==> config.mk <==
export PLATFORM = sky130hd
export DESIGN_NAME = fuzzy_sweep_engine_flat
export DESIGN_NICKNAME = d
export VERILOG_FILES = /design/src/rtl/fuzzy_sweep_pkg.sv /design/src/rtl/fuzzy_sweep_if.sv /design/src/rtl/fuzzy_sweep_odometer.sv /design/src/rtl/fuzzy_sweep_engine.sv /design/src/flat_wrapper.sv
export SDC_FILE = /design/constraint.sdc
export NUM_CORES = 1
export LEC_CHECK = 0
export CORE_ASPECT_RATIO = 2
export CORE_MARGIN = 2
export CORE_UTILIZATION = 35
export DETAILED_ROUTE_END_ITERATION = 8
export PLACE_DENSITY = 0.55
export SETUP_SLACK_MARGIN = 0.1
export SLEW_MARGIN = 10
export SYNTH_ARGS = -nofsm -noshare
export SYNTH_HDL_FRONTEND = slang
export SYNTH_SLANG_ARGS = --single-unit
export TNS_END_PERCENT = 20
==> constraint.sdc <==
create_clock -name clk_0 -period 6.8 [get_ports clk_0]
set_input_delay 1.02 -clock clk_0 [delete_from_list [all_inputs] [get_ports clk_0]]
set_output_delay 1.02 -clock clk_0 [all_outputs]
set_load 0.01 [all_outputs]
==> src/rtl/fuzzy_sweep_pkg.sv <==
`default_nettype none
// ============================================================================
// Module      : fuzzy_sweep_pkg
// Description : Shared types and default constants for the fuzzy sweep engine.
// Revision    : 1.0 - initial release
// ============================================================================
package fuzzy_sweep_pkg;

  // Sweep controller states
  typedef enum logic [1:0] {
    ST_IDLE   = 2'd0,
    ST_SETTLE = 2'd1,
    ST_OFFER  = 2'd2,
    ST_DONE   = 2'd3
  } state_t;

  localparam int unsigned DEF_DATA_W     = 8;
  localparam int unsigned DEF_MIN_VAL    = 1;
  localparam int unsigned DEF_MAX_VAL    = 254;
  localparam int unsigned DEF_SETTLE_CYC = 33;
  localparam int unsigned CHK_W          = 16;

endpackage
`default_nettype wire

==> src/rtl/fuzzy_sweep_if.sv <==
`default_nettype none
// ============================================================================
// Module      : fuzzy_sweep_if
// Description : Result stream (valid/ready with last-qualifier) between the
//               sweep engine (master) and the result sink (slave).
// Revision    : 1.0 - initial release
// ============================================================================
interface fuzzy_sweep_if
  import fuzzy_sweep_pkg::*;
#(
  parameter int unsigned DATA_W = DEF_DATA_W
);
  logic              valid;
  logic              ready;
  logic [DATA_W-1:0] data;
  logic              last;

  modport master (output valid, output data, output last, input ready);
  modport slave  (input valid, input data, input last, output ready);
endinterface
`default_nettype wire

==> src/rtl/fuzzy_sweep_odometer.sv <==
`default_nettype none
// ============================================================================
// Module      : fuzzy_sweep_odometer
// Description : N_IN-digit clamped grid counter. Channel N_IN-1 is the fastest
//               digit; a digit whose next value would exceed MAX_VAL wraps to
//               MIN_VAL and carries into the next slower channel.
// Revision    : 1.0 - initial release
// ============================================================================
module fuzzy_sweep_odometer
  import fuzzy_sweep_pkg::*;
#(
  parameter int unsigned DATA_W  = DEF_DATA_W,
  parameter int unsigned N_IN    = 2,
  parameter int unsigned MIN_VAL = DEF_MIN_VAL,
  parameter int unsigned MAX_VAL = DEF_MAX_VAL
) (
  input  wire logic                     clk_0,
  input  wire logic                     Srst,
  input  wire logic                     load,
  input  wire logic                     advance,
  input  wire logic [DATA_W-1:0]        step,
  output logic      [N_IN*DATA_W-1:0]   vec,
  output logic                          last
);

  localparam logic [DATA_W-1:0] MIN_V   = DATA_W'(MIN_VAL);
  localparam logic [DATA_W:0]   MAX_EXT = (DATA_W+1)'(MAX_VAL);

  // carry[k+1] is the carry into channel k; the fastest channel always steps
  logic [N_IN:0] carry;
  assign carry[N_IN] = 1'b1;

  // Every channel carrying out means the current point is the final one
  assign last = carry[0];

  for (genvar k = 0; k < N_IN; k++) begin : g_ch
    logic [DATA_W-1:0] val;
    logic [DATA_W:0]   sum;
    logic              wrap;
    logic [DATA_W-1:0] nxt;

    // One extra bit so v+step can never overflow before the clamp compare
    assign sum      = {1'b0, val} + {1'b0, step};
    assign wrap     = (sum > MAX_EXT);
    assign carry[k] = carry[k+1] & wrap;
    assign nxt      = !carry[k+1] ? val : (wrap ? MIN_V : sum[DATA_W-1:0]);

    // Channel register: reload to floor on sweep start, step on grid advance
    always_ff @(posedge clk_0 or negedge Srst) begin
      if (!Srst) begin
        val <= MIN_V;
      end else if (load) begin
        val <= MIN_V;
      end else if (advance) begin
        val <= nxt;
      end
    end

    assign vec[k*DATA_W +: DATA_W] = val;
  end

endmodule
`default_nettype wire

==> src/rtl/fuzzy_sweep_engine.sv <==
`default_nettype none
// ============================================================================
// Module      : fuzzy_sweep_engine
// Description : Sweeps the controller inputs over a clamped grid, waits a
//               settle time per point, captures fz_out and offers it on a
//               valid/ready result port.
//               Optional macro FUZZY_SWEEP_CHECKSUM_EN enables a running
//               16-bit sum of transferred results on chk_out.
// Revision    : 1.0 - initial release
// ============================================================================
module fuzzy_sweep_engine
  import fuzzy_sweep_pkg::*;
#(
  parameter int unsigned DATA_W     = DEF_DATA_W,
  parameter int unsigned N_IN       = 2,
  parameter int unsigned MIN_VAL    = DEF_MIN_VAL,
  parameter int unsigned MAX_VAL    = DEF_MAX_VAL,
  parameter int unsigned SETTLE_CYC = DEF_SETTLE_CYC
) (
  input  wire logic                   clk_0,
  input  wire logic                   Srst,
  input  wire logic                   start,
  input  wire logic                   abort,
  input  wire logic [DATA_W-1:0]      step,
  output logic      [N_IN*DATA_W-1:0] fz_in,
  input  wire logic [DATA_W-1:0]      fz_out,
  fuzzy_sweep_if.master               res,
  output logic                        busy,
  output logic                        done,
  output logic      [CHK_W-1:0]       chk_out
);

  localparam int unsigned     CNT_W    = (SETTLE_CYC > 1) ? $clog2(SETTLE_CYC) : 1;
  localparam logic [CNT_W-1:0] CNT_LAST = CNT_W'(SETTLE_CYC - 1);

  state_t            state;
  logic [CNT_W-1:0]  cnt;
  logic [DATA_W-1:0] step_q;
  logic [DATA_W-1:0] data_q;
  logic              valid_q;
  logic              last_q;
  logic              busy_q;
  logic              done_q;

  logic accept;
  logic xfer;
  logic pt_last;

  // abort outranks both a new start and a result transfer
  assign accept = (state == ST_IDLE) && start && !abort;
  assign xfer   = (state == ST_OFFER) && valid_q && res.ready && !abort;

  // The final point is not advanced so fz_in holds it through DONE
  fuzzy_sweep_odometer #(
    .DATA_W  (DATA_W),
    .N_IN    (N_IN),
    .MIN_VAL (MIN_VAL),
    .MAX_VAL (MAX_VAL)
  ) u_odo (
    .clk_0   (clk_0),
    .Srst    (Srst),
    .load    (accept),
    .advance (xfer && !pt_last),
    .step    (step_q),
    .vec     (fz_in),
    .last    (pt_last)
  );

  // Sweep sequencer with registered handshake and status outputs
  always_ff @(posedge clk_0 or negedge Srst) begin
    if (!Srst) begin
      state   <= ST_IDLE;
      cnt     <= '0;
      step_q  <= DATA_W'(1);
      data_q  <= '0;
      valid_q <= 1'b0;
      last_q  <= 1'b0;
      busy_q  <= 1'b0;
      done_q  <= 1'b0;
    end else begin
      done_q <= 1'b0;
      if (abort && (state != ST_IDLE)) begin
        state   <= ST_IDLE;
        valid_q <= 1'b0;
        last_q  <= 1'b0;
        busy_q  <= 1'b0;
      end else begin
        case (state)
          ST_IDLE: begin
            if (accept) begin
              step_q <= (step == '0) ? DATA_W'(1) : step;
              cnt    <= '0;
              busy_q <= 1'b1;
              state  <= ST_SETTLE;
            end
          end
          ST_SETTLE: begin
            if (cnt == CNT_LAST) begin
              data_q  <= fz_out;
              last_q  <= pt_last;
              valid_q <= 1'b1;
              state   <= ST_OFFER;
            end else begin
              cnt <= cnt + 1'b1;
            end
          end
          ST_OFFER: begin
            if (xfer) begin
              valid_q <= 1'b0;
              last_q  <= 1'b0;
              cnt     <= '0;
              if (last_q) begin
                done_q <= 1'b1;
                state  <= ST_DONE;
              end else begin
                state  <= ST_SETTLE;
              end
            end
          end
          default: begin
            busy_q <= 1'b0;
            state  <= ST_IDLE;
          end
        endcase
      end
    end
  end

  assign res.valid = valid_q;
  assign res.data  = data_q;
  assign res.last  = last_q;
  assign busy      = busy_q;
  assign done      = done_q;

`ifdef FUZZY_SWEEP_CHECKSUM_EN
  logic [CHK_W-1:0] chk_q;

  // Running sum of transferred results, restarted by each accepted start
  always_ff @(posedge clk_0 or negedge Srst) begin
    if (!Srst) begin
      chk_q <= '0;
    end else if (accept) begin
      chk_q <= '0;
    end else if (xfer) begin
      chk_q <= chk_q + CHK_W'(data_q);
    end
  end

  assign chk_out = chk_q;
`else
  assign chk_out = '0;
`endif

endmodule
`default_nettype wire
==> src/flat_wrapper.sv <==
// flat-port wrapper written by rule: the top's interface ports become plain ports
module fuzzy_sweep_engine_flat import fuzzy_sweep_pkg::*;
#(
  parameter int unsigned DATA_W     = DEF_DATA_W,
  parameter int unsigned N_IN       = 2,
  parameter int unsigned MIN_VAL    = DEF_MIN_VAL,
  parameter int unsigned MAX_VAL    = DEF_MAX_VAL,
  parameter int unsigned SETTLE_CYC = DEF_SETTLE_CYC
)
  (clk_0, Srst, start, abort, step, fz_in, fz_out, busy, done, chk_out, res_valid, res_data, res_last, res_ready);
  fuzzy_sweep_if #(.DATA_W(DATA_W)) res_i ();
  input  wire logic clk_0;
  input  wire logic Srst;
  input  wire logic start;
  input  wire logic abort;
  input  wire logic [DATA_W-1:0] step;
  output logic      [N_IN*DATA_W-1:0] fz_in;
  input  wire logic [DATA_W-1:0] fz_out;
  output logic busy;
  output logic done;
  output logic      [CHK_W-1:0] chk_out;
  output wire logic [$bits(res_i.valid)-1:0] res_valid;
  output wire logic [$bits(res_i.data)-1:0] res_data;
  output wire logic [$bits(res_i.last)-1:0] res_last;
  input wire logic [$bits(res_i.ready)-1:0] res_ready;
  assign res_valid = res_i.valid;
  assign res_data = res_i.data;
  assign res_last = res_i.last;
  assign res_i.ready = res_ready;
  fuzzy_sweep_engine #(.DATA_W(DATA_W), .N_IN(N_IN), .MIN_VAL(MIN_VAL), .MAX_VAL(MAX_VAL), .SETTLE_CYC(SETTLE_CYC)) u_core (.clk_0(clk_0), .Srst(Srst), .start(start), .abort(abort), .step(step), .fz_in(fz_in), .fz_out(fz_out), .res(res_i), .busy(busy), .done(done), .chk_out(chk_out));
endmodule
==> metrics.yaml <==
sta:
  fmaxAchievable_mhz: 302.0
  fin_tns_setup_ns: 0
  drv_slew: 0
  clock_skew_ns: 0.006386
  setup_violations: 0
  post-route-min-period_ns: 3.312
  worstMarginPinSlew_ns: 1.013
  fin_crit_sh: 0.4870
  relSlewSlack: 0.3246
  rsz0062_at_grt: "false"
  fin_ws_ns: 3.488
  finalHoldViolations: 0
worst_setup_path:
  critical_path.max_fanout: 12
  startpoint_type: "flip-flop"
  end_kind: "flip-flop"
  slowest_delay_ns: 0.57
  crit_chain: "ha_1 > fa_1 > a21o_1 > a221oi_1 > xnor2_1 > and4_2 > a31oi_1 > or4_1 > o31ai_1"
  r2r_cells: 9
  r2r_slack_ns: 3.49
  rr_endpoint: "u_core.res.last"
  slowest_stage: "or4_1"
  cp.arrival_ns: 3.51
  r2r_start: "u_core.u_odo.g_ch[1].val[0]"
  endpoint: "u_core.res.last"
  critPathKind: "flip-flop to flip-flop"
  crit_required_ns: 6.99
  startpoint: "u_core.u_odo.g_ch[1].val[0]"
route:
  drc: 0
  num_vias: 2465
  routed_wl_mm: 7.898
  wire_per_inst_um: 17.21
  top_layer_used: "met4"
  dr_wl_met2_mm: 4.588
  viasPerCell: 5.370
  drt_iter0_drc: 124
  drt_pass1_iterations: 4
  wl_met1_mm: 2.718
  dr_wl_met3_um: 271
  postRouteAntennaNets: 0
logic_synthesis:
  synth_top_cell_area_share: 0.3501
  ys_warn_count: 0
  synth_top_cell_by_area: "dfrtp_1"
  ys_types: 55
  async_flop_share: 1.000
  ys.flop_type: "dfrtp_1"
  synthCells: 315
  ys_ff_latch: 44
  avgSynthCellArea_um2: 9.303
  synth_edf_count: 0
  syn-cell-area_mm2: 0.002930
  yosysSeqAreaShare: 0.3770
  synth_area_leaders: "dfrtp_1 (35%), ha_1 (9.4%), o21ai_0 (4.8%), nand3_1 (4.3%), buf_4 (4.1%)"
cts:
  clock_sinks: 44
  cts_resized: 0
  cts_tree: "built"
  numCtsBuffers: 5
  postCtsHoldBufs: 0
  clkLatencyLatePin_ns: 0.29
  cts.clk_slew.worst_paths_ns: 0.07
  cts-root-buf: "clkbuf_16"
  cts_max_path_buffers: 2
  htree_levels: 2
  cts_setup_buffers: 0
global_route:
  grt_max_degree: 45
  track_usage: 0.1905
  antenna_found_initial: 0
  grt_overflow_total: 0
  grt_pass1_wl_mm: 12.95
  grt_pass1_vias: 2518
hold_path:
  hold_class: "flip-flop to flip-flop"
  holdCritStartpoint: "u_core.res.data[6]"
final_layout:
  area_delta_synth_final_pct: 22.25
  antenna_cells: 0
  utilization: 0.4351
  nFillCells: 829
  final_common_cell: "clkdlybuf4s50_1"
  mostFrequentLayoutCells: "clkdlybuf4s50_1 (47), dfrtp_1 (41), nand2_1 (31)"
  layout-drive-gt1-share: 0.1053
  nNetsFinal: 405
  multi_input_area_mm2: 0.001688
  seq_area_mm2: 0.001105
die:
  ios: 65
  coreArea_mm2: 0.008233
  dieArea_mm2: 0.009165
  fp.dieH_um: 133.4
  die_width_um: 68.70
  start_util: 0.3559
  rows: 47
placement:
  dpl.hpwl_mm: 6.206
  post-place-ws_ns: 3.464
  port_buffers: 48
  place_congestion: 0.8829
pwr:
  vdd_drop_max_mv: 0.1738
  power_density_mw_per_mm2: 343.0
  power.leakage_nw: 1.653
status:
  outcome: "completed"
job:
  max_cap_violations: 0
per-stage QoR:
step	hold slack, ns	area [um^2]	std cells	total power [W]
after floorplan	0.4691	2987	330	0.0007964
after global placement	0.4885	3428	451	0.0009688
after detailed placement	0.4960	3428	451	0.0009781
after CTS	0.5120	3582	459	0.001240
after global routing	0.5267	3582	459	0.001332
final	0.5045	3582	459	0.001229
cell type report:
class                      count  area share
clock inverter                 2    0.004191
timing repair buffer          48      0.1327
sequential                    44      0.3084
multi-input combinational    251      0.4712
inverter                      10     0.01048
tap                           98     0.03423
clock buffer                   6     0.03877
power breakdown:
part | total (W) | internal [W] | switching (W)
clock network | 0.000255 | 0.000146 | 0.000108
registers | 0.000386 | 0.000320 | 0.0000660
logic | 0.000588 | 0.000242 | 0.000346
total | 0.00123 | 0.000708 | 0.000520
layer usage:
| metal | vias up | track usage |
|---|---|---|
| met1 | 1179 | 0.2054 |
| li1 | 1212 | - |
| met5 | - | 0 |
| met4 | 0 | 0.09804 |
| met3 | 19 | 0.02618 |
| met2 | 55 | 0.3413 |
critical path, delay by kind of cell, from the launching register on:
family,cells,cell delay (ns)
AO/OA/AOI/OAI,4,1.18
AND/OR/NAND/NOR,2,0.85
adder cells (fa/ha/maj),2,0.62
flip-flops,1,0.37
XOR/XNOR,1,0.19
cell usage after synthesis (5+ instances only):
cell,instances
a21o_1,6
nor3_1,10
ha_1,22
nand2_1,31
inv_1,10
clkbuf_1,7
nand3_1,25
mux2_2,9
or4_1,5
buf_4,16
dfrtp_1,41
o21ai_0,28
a21oi_1,17
nor2_1,13
worst min path at each step:
stage	end	slack, ns	cells after the start
finish	u_core.res.data[6]	0.50	1
CTS	u_core.res.data[0]	0.51	1
floorplan	u_core.step_q[0]	0.47	2
global placement	u_core.res.data[5]	0.49	1
detailed placement	u_core.res.data[0]	0.50	1
global route	u_core.res.data[6]	0.53	1
sequential cells by signal, summed over array words and instances, names as in the netlist:
name	flops
u_core.u_odo.g_ch.val	16
u_core.res.last	1
u_core.state	2
u_core.done	1
u_core.cnt	6
u_core.res.data	8
u_core.busy	1
u_core.res.valid	1
u_core.step_q	8
cell families after synthesis:
| logic type | synth area share |
|---|---|
| simple gates | 0.1939 |
| compound gates | 0.1956 |
| flops | 0.3770 |
| buf+inv | 0.06619 |
| fa+ha+maj | 0.1076 |
| mux | 0.03459 |
| xor+xnor | 0.02391 |
| other cells | 0.001280 |
Power figures use the tool's default switching activity.
